--- src/rtl/conv_job_scheduler.sv ---
// Convolution job scheduler: walks output rows (inner) and channels (outer) and issues
// one job per row with a bounded number in flight. Optional macro: CONV_SCHED_PERF_CNT_EN.
`ifndef FRAM_ADDR_WIDTH
`define FRAM_ADDR_WIDTH 16
`endif
`ifndef KRAM_ADDR_WIDTH
`define KRAM_ADDR_WIDTH 16
`endif

module conv_job_scheduler #(
    parameter int FRAM_AW   = `FRAM_ADDR_WIDTH,
    parameter int KRAM_AW   = `KRAM_ADDR_WIDTH,
    parameter int MAX_OUTST = 2
) (
    input  logic               clk,
    input  logic               rst_n,
    input  logic               cmd_valid,
    output logic               cmd_ready,
    input  logic [15:0]        cfg_out_h,
    input  logic [7:0]         cfg_out_ch,
    input  logic [FRAM_AW-1:0] cfg_fram_base,
    input  logic [FRAM_AW-1:0] cfg_row_stride,
    input  logic [KRAM_AW-1:0] cfg_kram_base,
    input  logic [KRAM_AW-1:0] cfg_k_stride,
    output logic               job_valid,
    input  logic               job_ready,
    output logic [15:0]        job_row,
    output logic [7:0]         job_ch,
    output logic [FRAM_AW-1:0] job_fram_addr,
    output logic [KRAM_AW-1:0] job_kram_addr,
    input  logic               job_done,
    output logic               busy,
    output logic               compute_done,
    input  logic               irq_clr
`ifdef CONV_SCHED_PERF_CNT_EN
    ,
    output logic [31:0]        perf_cycles
`endif
);

    localparam logic [2:0] MAX_O = 3'(MAX_OUTST);

    typedef enum logic [1:0] {IDLE, ISSUE, DRAIN, DONE} state_t;

    state_t state_q, state_d;

    logic [15:0]        out_h_q;
    logic [7:0]         out_ch_q;
    logic [FRAM_AW-1:0] fram_base_q;
    logic [FRAM_AW-1:0] row_stride_q;
    logic [KRAM_AW-1:0] k_stride_q;
    logic [2:0]         outst_q;

    logic accept, cfg_zero, job_hs, row_last, ch_last, last_job, done_eff;

    assign accept   = cmd_valid && cmd_ready;
    assign cfg_zero = (cfg_out_h == 16'd0) || (cfg_out_ch == 8'd0);
    assign job_hs   = job_valid && job_ready;
    assign row_last = (job_row == out_h_q - 16'd1);
    assign ch_last  = (job_ch == out_ch_q - 8'd1);
    assign last_job = row_last && ch_last;
    // A completion with nothing in flight is stale (e.g. from before a reset).
    assign done_eff = job_done && (outst_q != 3'd0);

    always_ff @(posedge clk) begin
        if (!rst_n) state_q <= IDLE;
        else        state_q <= state_d;
    end

    always_comb begin
        state_d      = state_q;
        cmd_ready    = 1'b0;
        job_valid    = 1'b0;
        busy         = 1'b0;
        compute_done = 1'b0;
        case (state_q)
            IDLE: begin
                cmd_ready = 1'b1;
                if (cmd_valid) state_d = cfg_zero ? DONE : ISSUE;
            end
            ISSUE: begin
                busy      = 1'b1;
                job_valid = (outst_q != MAX_O);
                if (job_valid && job_ready && last_job) state_d = DRAIN;
            end
            DRAIN: begin
                busy = 1'b1;
                if (outst_q == 3'd0) state_d = DONE;
            end
            DONE: begin
                cmd_ready    = 1'b1;
                compute_done = 1'b1;
                if (cmd_valid)    state_d = cfg_zero ? DONE : ISSUE;
                else if (irq_clr) state_d = IDLE;
            end
            default: state_d = IDLE;
        endcase
    end

    always_ff @(posedge clk) begin
        if (!rst_n) begin
            outst_q <= 3'd0;
        end else begin
            case ({job_hs, done_eff})
                2'b10:   outst_q <= outst_q + 3'd1;
                2'b01:   outst_q <= outst_q - 3'd1;
                default: outst_q <= outst_q;
            endcase
        end
    end

    // Address generation is accumulate-only: row step adds row_stride, channel
    // step reloads the feature base and adds k_stride to the kernel pointer.
    always_ff @(posedge clk) begin
        if (!rst_n) begin
            out_h_q       <= '0;
            out_ch_q      <= '0;
            fram_base_q   <= '0;
            row_stride_q  <= '0;
            k_stride_q    <= '0;
            job_row       <= '0;
            job_ch        <= '0;
            job_fram_addr <= '0;
            job_kram_addr <= '0;
        end else if (accept) begin
            out_h_q       <= cfg_out_h;
            out_ch_q      <= cfg_out_ch;
            fram_base_q   <= cfg_fram_base;
            row_stride_q  <= cfg_row_stride;
            k_stride_q    <= cfg_k_stride;
            job_row       <= '0;
            job_ch        <= '0;
            job_fram_addr <= cfg_fram_base;
            job_kram_addr <= cfg_kram_base;
        end else if (job_hs && !last_job) begin
            if (row_last) begin
                job_row       <= '0;
                job_ch        <= job_ch + 8'd1;
                job_fram_addr <= fram_base_q;
                job_kram_addr <= job_kram_addr + k_stride_q;
            end else begin
                job_row       <= job_row + 16'd1;
                job_fram_addr <= job_fram_addr + row_stride_q;
            end
        end
    end

`ifdef CONV_SCHED_PERF_CNT_EN
    always_ff @(posedge clk) begin
        if (!rst_n)                             perf_cycles <= '0;
        else if (accept)                        perf_cycles <= '0;
        else if (busy && (perf_cycles != '1))   perf_cycles <= perf_cycles + 32'd1;
    end
`endif

endmodule

--- config.mk ---
export PLATFORM = sky130hd
export DESIGN_NAME = conv_job_scheduler
export DESIGN_NICKNAME = d
export VERILOG_FILES = /design/src/rtl/conv_job_scheduler.sv
export SDC_FILE = /design/constraint.sdc
export NUM_CORES = 1
export LEC_CHECK = 0
export CAP_MARGIN = 20
export CORE_MARGIN = 5
export CORE_UTILIZATION = 25
export DETAILED_ROUTE_END_ITERATION = 7
export GPL_ROUTABILITY_DRIVEN = 0
export PLACE_DENSITY = 0.44
export SLEW_MARGIN = 10
export SYNTH_ARGS = -nofsm -noshare
export SYNTH_HDL_FRONTEND = slang
export SYNTH_SLANG_ARGS = --single-unit
--- constraint.sdc ---
create_clock -name clk -period 3.5 [get_ports clk]
set_input_delay 0.35 -clock clk [delete_from_list [all_inputs] [get_ports clk]]
set_output_delay 0.35 -clock clk [all_outputs]
set_load 0.01 [all_outputs]
* After elaboration in Yosys (flattened, before gate mapping) *
Index checks and enable logic that the tools add are counted.

word-level totals
  bits in registers = 133

operators by class
  $add $sub $neg = 8
  equal/unequal tests = 12
  multiplexer cells = 19
  bitwise gates (word level) = 1
  reductions and logical operators = 23

operator list
  kind                                                count
  2-to-1 mux 16 bit                                   7
  adder 16 bit                                        2
  adder 16 x 1 -> 16 bit, second input constant       1
  == test 16 bit                                      1
  logical NOT 16 bit                                  1
  subtractor 16 x 1 -> 16 bit, second input constant  1
  2-to-1 mux 2 bit                                    6
  adder 8 x 1 -> 8 bit, second input constant         1
  == test 8 bit                                       1
  logical NOT 8 bit                                   1
  one-hot mux 2 bit (4 select lines)                  1
  subtractor 8 x 1 -> 8 bit, second input constant    1
  logical AND 1 bit                                   7
  == test 2 bit, second input constant                3
  inequality test 2 bit, second input constant        3
  one-hot mux 3 bit (2 select lines)                  1
  nonzero test 2 bit                                  3
  OR reduction 2 bit                                  3
  == test 2 x 1 -> 1 bit, second input constant       2
  2-to-1 mux 1 bit                                    4
  AND reduction 2 bit                                 2
  AND reduction 4 bit                                 1
  adder 3 x 1 -> 3 bit, second input constant         1
  logical NOT 3 bit                                   1
  other kinds (8)                                     8

* Longest topological paths before layout *
  word-level depth = 7
  mapped depth = 15
  depth with buffers taken out = 11

* Least setup slack after synthesis *
OpenSTA, ideal clock, no wires.

  path type = reg2reg
  from = register out_h_q[0]
  to = register job_row[11]
  setup time = 0.070 ns
  arrival = 3.175 ns
  data required time = 3.430 ns
  setup slack = 0.254 ns
  stages on the path, launching flop included = 15
  path buffers = 4
  period minus slack after synthesis = 3.246 ns
  path through = dfxtp_1 -> clkbuf_1 -> inv_1 -> ha_1 -> buf_2 -> or4b_4 -> nor4_4 -> mux2i_1 -> or3b_4 -> and2_4 -> and3_4 -> buf_6 -> buf_6 -> or4_1 -> a21oi_1

between the ends
  longest elaborated chain between the ends = 5
  elaborated cells on any way between the ends = 6
  those cells by class = 1 x add/sub; 1 x eq/ne; 1 x mux; 3 x reduce/logical

RTL lines
  item                           line  RTL
  start: declaration             47    logic [15:0] out_h_q;
  start signal: assignment       126   out_h_q <= cfg_out_h;
  subtractor 16 x 1 -> 16 bit *  59    assign row_last = (job_row == out_h_q - 16'd1);
  == test 16 bit *               59
  logical AND 1 bit              61    assign last_job = row_last && ch_last;
  logical NOT 1 bit              135   end else if (job_hs && !last_job) begin
  logical AND 1 bit              135
  end signal: assignment         142   job_row <= job_row + 16'd1;
  end: declaration               27    output logic [15:0] job_row,

Every way passes the cells marked *; elsewhere a longest branch is shown, timed or not.
A chain may end at the register's enable or synchronous reset.

* Worst setup path after layout *
  from = register out_ch_q[0]
  to = register job_kram_addr[0]

between the ends
  longest elaborated chain between the ends = 7

RTL lines
  item                           line  RTL
  start: declaration             48    logic [7:0] out_ch_q;
  start signal: assignment       127   out_ch_q <= cfg_out_ch;
  subtractor 8 x 1 -> 8 bit      60    assign ch_last = (job_ch == out_ch_q - 8'd1);
  == test 8 bit                  60
  logical AND 1 bit              61
  logical NOT 1 bit              135
  logical AND 1 bit              135
  nonzero test 2 bit (no line)   -
  AND reduction 2 bit (no line)  -
  end signal: assignment         134   job_kram_addr <= cfg_kram_base;
  end signal: assignment         140   job_kram_addr <= job_kram_addr + k_stride_q;
  end: declaration               30    output logic [KRAM_AW-1:0] job_kram_addr,

Every way passes these cells.

==> reports/results.tsv <==
stage	metric	value	unit
final_layout	fillers	3458	
clock_network	cts_tree	done	
flow_run	drv_cap	0	
setup_path	startpoint_type	flip-flop	
logic_synthesis	netlist_area	8100	um2
setup_path	end_kind	flip-flop	
floorplanning	ios	154	
route	drc_errors	0	
logic_synthesis	ys_types	75	
logic_synthesis	synthTopCellsByCount	nand2_1 (205), dfxtp_1 (133), a21oi_1 (120)	
global_routing	grt_pass1_wl	44.4	mm
hold_path	hp-class	flip-flop to flip-flop	
clock_network	cts_max_level	4	
final_layout	final_core_util	0.332	
logic_synthesis	synthTopCellsByArea	dfxtp_1 (33%), nand2_1 (9.5%), a21oi_1 (7.4%)	
placed_design	io_buffers	153	
timing	report.final.slew_viol_count	0	
floorplanning	start_util	0.251	
route	drtIter0Drc	477	
placed_design	dp_hpwl	20.3	mm
logic_synthesis	ys_warn_count	0	
floorplanning	dieArea	36100	um2
final_layout	nets	1327	
clock_network	cts_buffers	17	
global_routing	grt_antenna_before_repair	1	
timing	setup_ws	251	ps
power	power.internal	0.00387	W
timing	tns	0	ps
floorplanning	core-area	32300	um2
setup_path	path_cells	inv_1 -> ha_1 -> and2_1 -> or4b_2 -> a211o_1 -> o31ai_1 -> nor3_2 -> buf_4 -> mux2i_1 -> a21oi_1	
logic_synthesis	ys.flop_type	dfxtp_1	
timing	finalHoldViolCount	0	
clock_network	ctsLongestPathBuffers	2	
logic_synthesis	synth_most_common_cell	nand2_1	
route	antenna_left	0	
timing	relSlewSlack	0.291	
timing	rsz0062_at_grt	no	
power	clockPowerShare	0.274	
logic_synthesis	async_reset_ff_frac	0	
route	wl	27.8	mm
setup_path	r2r-end	job_kram_addr[0]	
route	first_pass_iters	5	
setup_path	r2r_cells	10	
timing	skew	13.6	ps
timing	worst_slew_pin_slew	1060	ps
floorplanning	die_h	190	um
logic_synthesis	synth_edf_count	0	
final_layout	insertedDiodeCount	0	
power	p_seq_frac	0.319	
setup_path	r2r-start	out_ch_q[0]	
logic_synthesis	seq_area_frac_synth	0.329	
logic_synthesis	synth_area_per_cell	7.70	um2
timing	fmax	308	MHz
route	vias	8059	
global_routing	grt_pass1_vias	8042	
logic_synthesis	synthCells	1052	
power	swShare	0.388	
power	p_comb_frac	0.407	
setup_path	cp.arrival	3530	ps
setup_path	worstPathRequired	3780	ps
hold_path	hold_start	fram_base_q[10]	
hold_path	whs_endpoint	fram_base_q[10]	
logic_synthesis	synth_nets	1189	
setup_path	slowest_stage	o31ai_1	
floorplanning	core.rowCount	66	
clock_network	clk_latency	430	ps
power	power.density	589	nW/um2
global_routing	grt_max_degree	89	
power	leakage	3.91	nW
global_routing	grt_use_total	0.154	
clock_network	clkSlewWorstSetupHoldPaths	60	ps
setup_path	critPathKind	flip-flop to flip-flop	
power	vdd_drop_max	0.351	mV
timing	period_share	0.928	
final_layout	syn2layout_area_growth	32.5	%
placed_design	pre_cts_ws	206	ps
hold_path	whs_path_depth	2	
outcome	status	completed	
clock_network	cts_sinks	133	
logic_synthesis	ys_ff_latch	133	
power	p_sw	0.00245	W
setup_path	rrSetupSlack	250	ps
setup_path	critPathMaxFanout	16	
timing	setup_viol	0	
route	via_per_inst	4.90	
global_routing	overflow	0	
clock_network	root_buffer	clkbuf_16	
floorplanning	die_width	190	um
logic_synthesis	synth_top_cell_by_area	dfxtp_1	
clock_network	cts_hold_buf	0	
route	wire_per_inst	16.9	um
final_layout	drive_above_1_share	0.0740	
setup_path	cpPeakStageDelay	700	ps
timing	finalCriticalPeriod	3250	ps
logic_synthesis	synth_top_area_frac	0.329	
[flip-flops by register name (all words and copies together) (netlist names)]
| signal | flops |
|---|---|
| row_stride_q | 16 |
| state_q | 2 |
| job_fram_addr | 16 |
| out_h_q | 16 |
| outst_q | 3 |
| job_row | 16 |
| k_stride_q | 16 |
| job_ch | 8 |
| out_ch_q | 8 |
| fram_base_q | 16 |
| job_kram_addr | 16 |
[cells in the final DEF, fill, tap and decap left out, types with 6 or more instances in the layout]
master / count
o221ai_1: 11
nor3_1: 20
nand4_1: 21
nand3_1: 35
clkdlybuf4s50_1: 153
nor2_1: 48
clkbuf_16: 17
xor2_1: 18
a211o_1: 6
xnor2_1: 28
nor4_1: 12
and3_1: 8
mux2_2: 7
ha_1: 40
o2111ai_1: 7
a21o_1: 8
and2_1: 8
a31oi_1: 16
a211oi_1: 8
buf_4: 28
clkinvlp_4: 6
o21ai_0: 46
o211ai_1: 8
o31ai_1: 20
nand2_1: 204
inv_1: 31
or3_1: 9
mux2i_1: 11
nor2b_1: 6
o21a_1: 12
a21oi_1: 120
or4_1: 15
dfxtp_1: 133
[layer usage]
metal / part of all wire / track usage / vias to the layer above
met3: 0.046 / 0.0363 / 18
li1: - / - / 4084
met2: 0.46 / 0.250 / 169
met5: 0.00072 / 0 / -
met1: 0.49 / 0.211 / 3786
met4: 0.0067 / 0.0256 / 2
[worst max-delay path, delay by kind of cell, from the launching register on]
kind / cells / cell delay, ps
DFF: 1 / 360
AOI/OAI and AO/OA: 3 / 1150
and+or+nand+nor: 3 / 820
muxes: 1 / 170
adders and majority gates: 1 / 270
buffers and inverters: 2 / 320
[power by group through the flow]
stage          clock network, W  logic, W  registers, W
2_1_floorplan                 0   0.00169       0.00200
3_3_place_gp                  0   0.00258       0.00205
3_5_place_dp                  0   0.00259       0.00205
4_1_cts                 0.00179   0.00261       0.00202
5_1_grt                 0.00186   0.00289       0.00205
6_report                0.00173   0.00257       0.00201
[worst max path at each step]
| stage | startpoint | to | slack (ps) |
|---|---|---|---|
| floorplan | out_h_q[0] | job_row[11] | 250 |
| global placement | out_h_q[0] | job_fram_addr[5] | 240 |
| finish | out_ch_q[0] | job_kram_addr[0] | 250 |
| CTS | out_h_q[0] | job_fram_addr[0] | 200 |
| global route | out_ch_q[0] | job_kram_addr[0] | 40 |
| detailed placement | out_h_q[0] | job_fram_addr[5] | 210 |
[timing repair]
action,4_1_cts,5_1_grt
endpoints found under the setup margin,0,7
gates resized for setup,0,2
hold endpoints to repair,0,0
buffers inserted,0,0
[area by class of cell]
type / instances / area (um2) / share of cell area
well taps: 442 / 553 / 0.0515
multi-input cells: 823 / 5060 / 0.472
repair buffers: 183 / 1780 / 0.166
clock buffers: 17 / 425 / 0.0396
clock inverters: 14 / 129 / 0.0120
flip-flops and latches: 133 / 2660 / 0.248
inverters: 32 / 120 / 0.0112
[cells by family after synthesis]
logic type / after synthesis / synth area share
XOR/XNOR: 46 / 0.0497
AND/OR/NAND/NOR: 419 / 0.250
multiplexers: 18 / 0.0233
buffers and inverters: 96 / 0.0483
AO/OA/AOI/OAI: 297 / 0.231
adder cells (fa/ha/maj): 43 / 0.0692
flip-flops: 133 / 0.329
[through the flow]
step	power, W	instance area (um2)	hold slack (ps)	instances
5_1_grt	0.00680	10700	458	1644
2_1_floorplan	0.00368	8100	434	1052
4_1_cts	0.00642	10700	444	1643
6_report	0.00632	10700	454	1644
3_5_place_dp	0.00464	10200	447	1612
3_3_place_gp	0.00463	10200	442	1612
(Power assumes the default switching activity.)
